==> src/rtl/acos_pkg.sv <==
`timescale 1ns/1ps
`default_nettype none
// ============================================================================
// Module   : acos_pkg
// Purpose  : Shared constants and state encoding for the inverse-cosine unit
//            (acos_deg) and its quarter-wave cosine table (cos_deg_rom).
// Contents : SCALE        fixed-point scale of cosine values (1.0 = 10000)
//            QUARTER_DEG  90, upper bound of the table / search interval
//            HALF_DEG     180, used to reflect results for negative inputs
//            TAB_W        width of one table entry (14-bit unsigned)
//            ANG_W        width of internal angle arithmetic (8-bit)
//            acos_state_t IDLE / SEARCH / FINAL
// Revision : 1.0  initial release
// ============================================================================
package acos_pkg;

  localparam int SCALE = 10000;
  localparam int TAB_W = 14;
  localparam int ANG_W = 8;

  localparam logic [ANG_W-1:0] QUARTER_DEG = 8'd90;
  localparam logic [ANG_W-1:0] HALF_DEG    = 8'd180;

  typedef enum logic [1:0] {
    IDLE   = 2'd0,
    SEARCH = 2'd1,
    FINAL  = 2'd2
  } acos_state_t;

endpackage
`default_nettype wire

==> src/rtl/cos_deg_rom.sv <==
`timescale 1ns/1ps
`default_nettype none
// ============================================================================
// Module   : cos_deg_rom
// Purpose  : Combinational quarter-wave cosine table, 91 entries holding
//            round(cos(d) * 10000) for d = 0..90. Addresses above 90 read 0.
// Ports    : addr_a  in  8   angle for read port A (search midpoint)
//            addr_b  in  8   angle for read port B (neighbour below lo)
//            data_a  out 14  table value at addr_a
//            data_b  out 14  table value at addr_b
// Revision : 1.0  initial release
// ============================================================================
module cos_deg_rom
  import acos_pkg::*;
(
  input  logic [ANG_W-1:0] addr_a,
  input  logic [ANG_W-1:0] addr_b,
  output logic [TAB_W-1:0] data_a,
  output logic [TAB_W-1:0] data_b
);

  localparam logic [TAB_W-1:0] COS_TAB [0:90] = '{
    14'd10000, 14'd9998, 14'd9994, 14'd9986, 14'd9976, 14'd9962, 14'd9945, 14'd9925,
    14'd9903,  14'd9877, 14'd9848, 14'd9816, 14'd9781, 14'd9744, 14'd9703, 14'd9659,
    14'd9613,  14'd9563, 14'd9511, 14'd9455, 14'd9397, 14'd9336, 14'd9272, 14'd9205,
    14'd9135,  14'd9063, 14'd8988, 14'd8910, 14'd8829, 14'd8746, 14'd8660, 14'd8572,
    14'd8480,  14'd8387, 14'd8290, 14'd8192, 14'd8090, 14'd7986, 14'd7880, 14'd7771,
    14'd7660,  14'd7547, 14'd7431, 14'd7314, 14'd7193, 14'd7071, 14'd6947, 14'd6820,
    14'd6691,  14'd6561, 14'd6428, 14'd6293, 14'd6157, 14'd6018, 14'd5878, 14'd5736,
    14'd5592,  14'd5446, 14'd5299, 14'd5150, 14'd5000, 14'd4848, 14'd4695, 14'd4540,
    14'd4384,  14'd4226, 14'd4067, 14'd3907, 14'd3746, 14'd3584, 14'd3420, 14'd3256,
    14'd3090,  14'd2924, 14'd2756, 14'd2588, 14'd2419, 14'd2250, 14'd2079, 14'd1908,
    14'd1736,  14'd1564, 14'd1392, 14'd1219, 14'd1045, 14'd872,  14'd698,  14'd523,
    14'd349,   14'd175,  14'd0
  };

  function automatic logic [TAB_W-1:0] lookup(input logic [ANG_W-1:0] a);
    if (a <= QUARTER_DEG) lookup = COS_TAB[a[6:0]];
    else                  lookup = '0;
  endfunction

  assign data_a = lookup(addr_a);
  assign data_b = lookup(addr_b);

endmodule
`default_nettype wire

==> src/rtl/acos_deg.sv <==
`timescale 1ns/1ps
`default_nettype none
// ============================================================================
// Module   : acos_deg
// Purpose  : Sequential inverse cosine. Converts a signed cosine value scaled
//            by SCALE into an integer angle 0..180 degrees using a fixed
//            ITER-step binary search over a quarter-wave cosine table.
//            Latency is 8 cycles from the accepting edge to done.
// Ports    : clk    in  1   system clock, rising edge
//            rst    in  1   synchronous active-high reset
//            start  in  1   request pulse, sampled only in IDLE
//            inp1   in  16  cosine value, two's complement, scaled by SCALE
//            busy   out 1   conversion in flight
//            done   out 1   one-cycle pulse, acos/err valid
//            acos   out 16  angle in degrees, 0..180
//            err    out 1   |inp1| exceeded SCALE (acos forced to 0)
// Config   : ACOS_ROUND_EN  defined   -> nearest-degree rounding in FINAL
//                           undefined -> result is the search bound lo
// Revision : 1.0  initial release
// ============================================================================
module acos_deg #(
  parameter int SCALE = 10000,
  parameter int ITER  = 7
) (
  input  logic        clk,
  input  logic        rst,
  input  logic        start,
  input  logic [15:0] inp1,
  output logic        busy,
  output logic        done,
  output logic [15:0] acos,
  output logic        err
);
  import acos_pkg::*;

  localparam logic [3:0]  LAST_STEP = 4'(ITER - 1);
  localparam logic [16:0] SCALE_MAG = 17'(SCALE);

  acos_state_t      state;
  logic             sign;
  logic [16:0]      mag;
  logic [ANG_W-1:0] lo;
  logic [ANG_W-1:0] hi;
  logic [3:0]       cnt;

  logic [16:0]      inp_ext;
  logic [16:0]      inp_mag;
  logic [ANG_W-1:0] sum;
  logic [ANG_W-1:0] mid;
  logic [ANG_W-1:0] d;
  logic [TAB_W-1:0] rom_mid;

  // 17-bit magnitude so that -32768 does not overflow.
  always_comb begin
    inp_ext = {inp1[15], inp1};
    inp_mag = inp1[15] ? (17'd0 - inp_ext) : inp_ext;
    sum     = lo + hi;
    mid     = sum >> 1;
  end

`ifdef ACOS_ROUND_EN
  logic [TAB_W-1:0]  rom_prev;
  logic [ANG_W-1:0]  lo_m1;
  logic signed [16:0] diff_prev;
  logic signed [16:0] diff_cur;

  assign lo_m1 = lo - 8'd1;

  cos_deg_rom u_rom (
    .addr_a (mid),
    .addr_b (lo_m1),
    .data_a (rom_mid),
    .data_b (rom_prev)
  );

  // In FINAL the search has converged (lo == hi), so mid == lo and port A
  // already returns rom(lo); only rom(lo-1) needs the second port.
  assign diff_prev = $signed({3'b000, rom_prev}) - $signed(mag);
  assign diff_cur  = $signed(mag) - $signed({3'b000, rom_mid});
  assign d = ((lo != 8'd0) && (diff_prev < diff_cur)) ? lo_m1 : lo;
`else
  logic [TAB_W-1:0] unused_rom_b;

  cos_deg_rom u_rom (
    .addr_a (mid),
    .addr_b ({ANG_W{1'b0}}),
    .data_a (rom_mid),
    .data_b (unused_rom_b)
  );

  assign d = lo;
`endif

  always_ff @(posedge clk) begin
    if (rst) begin
      state <= IDLE;
      busy  <= 1'b0;
      done  <= 1'b0;
      acos  <= 16'd0;
      err   <= 1'b0;
      sign  <= 1'b0;
      mag   <= 17'd0;
      lo    <= '0;
      hi    <= '0;
      cnt   <= 4'd0;
    end else begin
      done <= 1'b0;
      case (state)
        IDLE: begin
          if (start) begin
            sign  <= inp1[15];
            mag   <= inp_mag;
            lo    <= '0;
            hi    <= QUARTER_DEG;
            cnt   <= 4'd0;
            busy  <= 1'b1;
            state <= SEARCH;
          end
        end
        SEARCH: begin
          // Once converged the interval is frozen for the remaining steps,
          // keeping the latency fixed regardless of input.
          if (lo != hi) begin
            if ({3'b000, rom_mid} <= mag) hi <= mid;
            else                          lo <= mid + 8'd1;
          end
          cnt <= cnt + 4'd1;
          if (cnt == LAST_STEP) state <= FINAL;
        end
        FINAL: begin
          done  <= 1'b1;
          busy  <= 1'b0;
          state <= IDLE;
          if (mag > SCALE_MAG) begin
            err  <= 1'b1;
            acos <= 16'd0;
          end else begin
            err  <= 1'b0;
            acos <= sign ? {8'd0, HALF_DEG - d} : {8'd0, d};
          end
        end
        default: state <= IDLE;
      endcase
    end
  end

endmodule
`default_nettype wire

==> config.mk <==
export PLATFORM = sky130hd
export DESIGN_NAME = acos_deg
export DESIGN_NICKNAME = d
export VERILOG_FILES = /design/src/rtl/acos_pkg.sv /design/src/rtl/cos_deg_rom.sv /design/src/rtl/acos_deg.sv
export SDC_FILE = /design/constraint.sdc
export NUM_CORES = 1
export LEC_CHECK = 0
export CAP_MARGIN = 30
export CORE_MARGIN = 1.5
export CORE_UTILIZATION = 55
export DETAILED_ROUTE_END_ITERATION = 10
export GPL_ROUTABILITY_DRIVEN = 0
export PLACE_DENSITY = 0.86
export SLEW_MARGIN = 20
export SYNTH_ARGS = -nofsm -noshare
export SYNTH_HDL_FRONTEND = slang
export SYNTH_SLANG_ARGS = --single-unit
==> constraint.sdc <==
create_clock -name clk -period 4.7 [get_ports clk]
set_clock_uncertainty 0.15 [all_clocks]
set_input_delay 0.94 -clock clk [delete_from_list [all_inputs] [get_ports clk]]
set_output_delay 0.94 -clock clk [all_outputs]
set_load 0.005 [all_outputs]
==> reports/results.txt <==
peak supply drop: 0.247 mV
root buf cell: clkbuf_8
CTS tree: built
worst setup margin: -2.70 ps
HP Class: reg -> reg
RSZ-0062 raised after global routing: yes
vias in the first global route: 5737
Worst-Margin Slew: 982 ps
Inserted Clock Buffers: 5
CTS Sinks: 50
Port Buffers: 29
final wirelength: 17500 µm
Unique masters post-synth: 81
leading area contributor after synthesis: dfxtp_1
per-cell routed wire length: 19.9 µm
Die Wd: 100 µm
CTS max path bufs: 2
Seq cells post-synth: 50
CP max FO: 8
Routed Antenna Nets: 0
Final Max Slew Viols: 0
worst path arrival time: 4760 ps
first-pass GRT wire length: 27300 µm
core box area: 9240 µm²
clk_lat worst skew: 310 ps
leakage: 2.36 nW
share of cells above drive strength 1: 17.9%
Post-synth EDFFs: 0
die extent in y: 100 µm
FP Rows: 35
final setup fails: 1
CP Launch Type: flop
DRC: 22
total die area: 10100 µm²
largest net degree at the start of global routing: 41
initial drt markers: 944
final hold violation count: 0
Starting Density: 56.5%
crit path time final: 4700 ps
n_diodes: 0
vias per cell: 6.98
H-tree levels: 2
ranking of synthesized cells by area: dfxtp_1 (19%), ha_1 (9.8%), nor2_1 (4.8%)
# fillers: 715
initial antenna violation count: 0
cts hold-fix bufs: 0
post-route design area: 6300 µm²
total global routing overflow: 0
Final period util: 100%
via count: 6125
max_cap viols: 0
CTS clk-pin slew, worst paths: 100 ps
DRT Pass-1 Iters: 11
sequential-to-total area share from yosys stat: 19.2%
Crit Path Class: reg -> reg
Top-Level Pins: 38
Syn Std Cell Area: 5220 µm²
failing checks: DRC, setup timing
Post-synth top cells: nor2_1 (67), nand2_1 (54), dfxtp_1 (50)
area grow syn2layout: 20.6%
Worst Setup End Kind: flop
status: complete, but fails checks
syn_area_per_cell: 7.40 µm²
most common cell in the netlist: nor2_1
ys flop type: dfxtp_1
placed instance area: 5860 µm²
Slew HR: 34.4%
gr usage total: 33.3%
synth warn: 0
PD cells: 382 nW/µm²
WP data required: 4760 ps
Post-Syn Instances: 706
asr flop ratio synth: 0%
Achievable Freq: 213 MHz
layout net count: 809
Yosys top cell area share: 19.2%
Core Util, Final: 68.2%
post-detail-place hpwl: 12000 µm
-- metrics by stage --
stage | setup slack (ps) | cells | hold WS, ps | power, mW | TNS (ps)
after floorplan | 11.8 | 713 | 283 | 1.46 | 0
after CTS | 26.0 | 871 | 328 | 2.20 | 0
after global routing | -178 | 877 | 358 | 2.51 | -1910
final | -2.70 | 877 | 328 | 2.41 | -2.70
after global placement | -80.3 | 862 | 294 | 1.84 | -330
after detailed placement | -205 | 862 | 316 | 1.89 | -2030
-- critical path, stage by stage (launching register included) --
cell      delay (ps)
dfxtp_4          390
ha_4             250
a211o_4          380
and2_1           190
buf_4            190
o211ai_1         520
nand2_1          170
o22a_1           230
a32oi_2          250
o221ai_1         150
ha_1             310
nor2b_1          130
o21bai_1         140
a21oi_2           90
nor4b_4          340
buf_4            170
o21a_1           230
nor2_1            90
o31ai_1          220
-- registers in the layout (all words and copies together), names as in the netlist --
register / flops
mag: 17
acos: 8
d: 8
hi: 7
cnt: 4
state: 2
busy: 1
done: 1
err: 1
sign: 1
-- layout make-up --
cell class	count	area [µm²]	area share, %
Sequential cell	50	1010	16.0
Multi-Input combinational cell	573	4090	65.0
Tap cell	129	161	2.56
Inverter	28	105	1.67
Clock inverter	2	38.8	0.616
Clock buffer	5	68.8	1.09
Timing Repair Buffer	90	826	13.1
-- placed cells by master (no fill, tap or decap), types with 6 or more instances in the layout --
| cell type | netlist | layout |
|---|---|---|
| nand2b_1 | 8 | 8 |
| a31oi_1 | 11 | 10 |
| clkdlybuf4s50_1 | 0 | 29 |
| nor2_1 | 67 | 65 |
| o21a_1 | 7 | 7 |
| o211ai_1 | 16 | 16 |
| ha_2 | 0 | 9 |
| nor3_1 | 16 | 13 |
| ha_1 | 41 | 28 |
| a22oi_1 | 12 | 12 |
| dfxtp_1 | 50 | 47 |
| inv_1 | 27 | 25 |
| and3_1 | 9 | 8 |
| a211oi_1 | 20 | 19 |
| conb_1 | 1 | 8 |
| xor2_1 | 11 | 10 |
| o21ai_0 | 47 | 40 |
| o311ai_0 | 6 | 6 |
| a311oi_1 | 8 | 8 |
| xnor2_1 | 12 | 12 |
| o21ai_1 | 2 | 9 |
| nand2_1 | 54 | 54 |
| a21o_1 | 12 | 12 |
| o31ai_1 | 7 | 6 |
| nand3_1 | 29 | 28 |
| nand4_1 | 9 | 9 |
| buf_4 | 14 | 53 |
| a21oi_1 | 48 | 44 |
-- power breakdown --
group	switching [mW]	internal, mW
combinational	0.965	0.667
clock	0.143	0.157
sequential	0.0254	0.449
-- final timing paths --
check / startpoint / cells past startpoint / endpoint / slack [ps]
max: d[1] / 18 / d[4] / -3
min: mag[8] / 2 / mag[8] / 330
max reg2reg: d[1] / 18 / d[4] / -3
min reg2reg: mag[8] / 2 / mag[8] / 330
-- cells by family (layout without fill, tap and decap cells) --
group / Yosys count / count (layout) / share of synthesized area, %
other cells: 1 / 8 / 0.0718
simple gates: 233 / 233 / 21.9
flops: 50 / 50 / 19.2
buf+inv: 90 / 125 / 8.43
xor+xnor: 23 / 23 / 3.86
mux: 3 / 3 / 0.623
fa+ha+maj: 42 / 42 / 10.2
compound gates: 264 / 264 / 35.7
-- routing by layer --
| layer | part of all wire, % | global-route usage, % |
|---|---|---|
| met1 | 38 | 42.4 |
| met2 | 45 | 53.9 |
| met3 | 11 | 8.29 |
| met4 | 5.3 | 13.2 |
| met5 | 0 | 0 |
-- what timing repair did --
| item | in CTS | in global routing |
|---|---|---|
| gates resized for setup | 13 | 53 |
| pin swaps | 1 | 13 |
| setup buffers | 2 | 6 |
| endpoints found under the setup margin | 15 | 15 |
(Power assumes the default switching activity.)
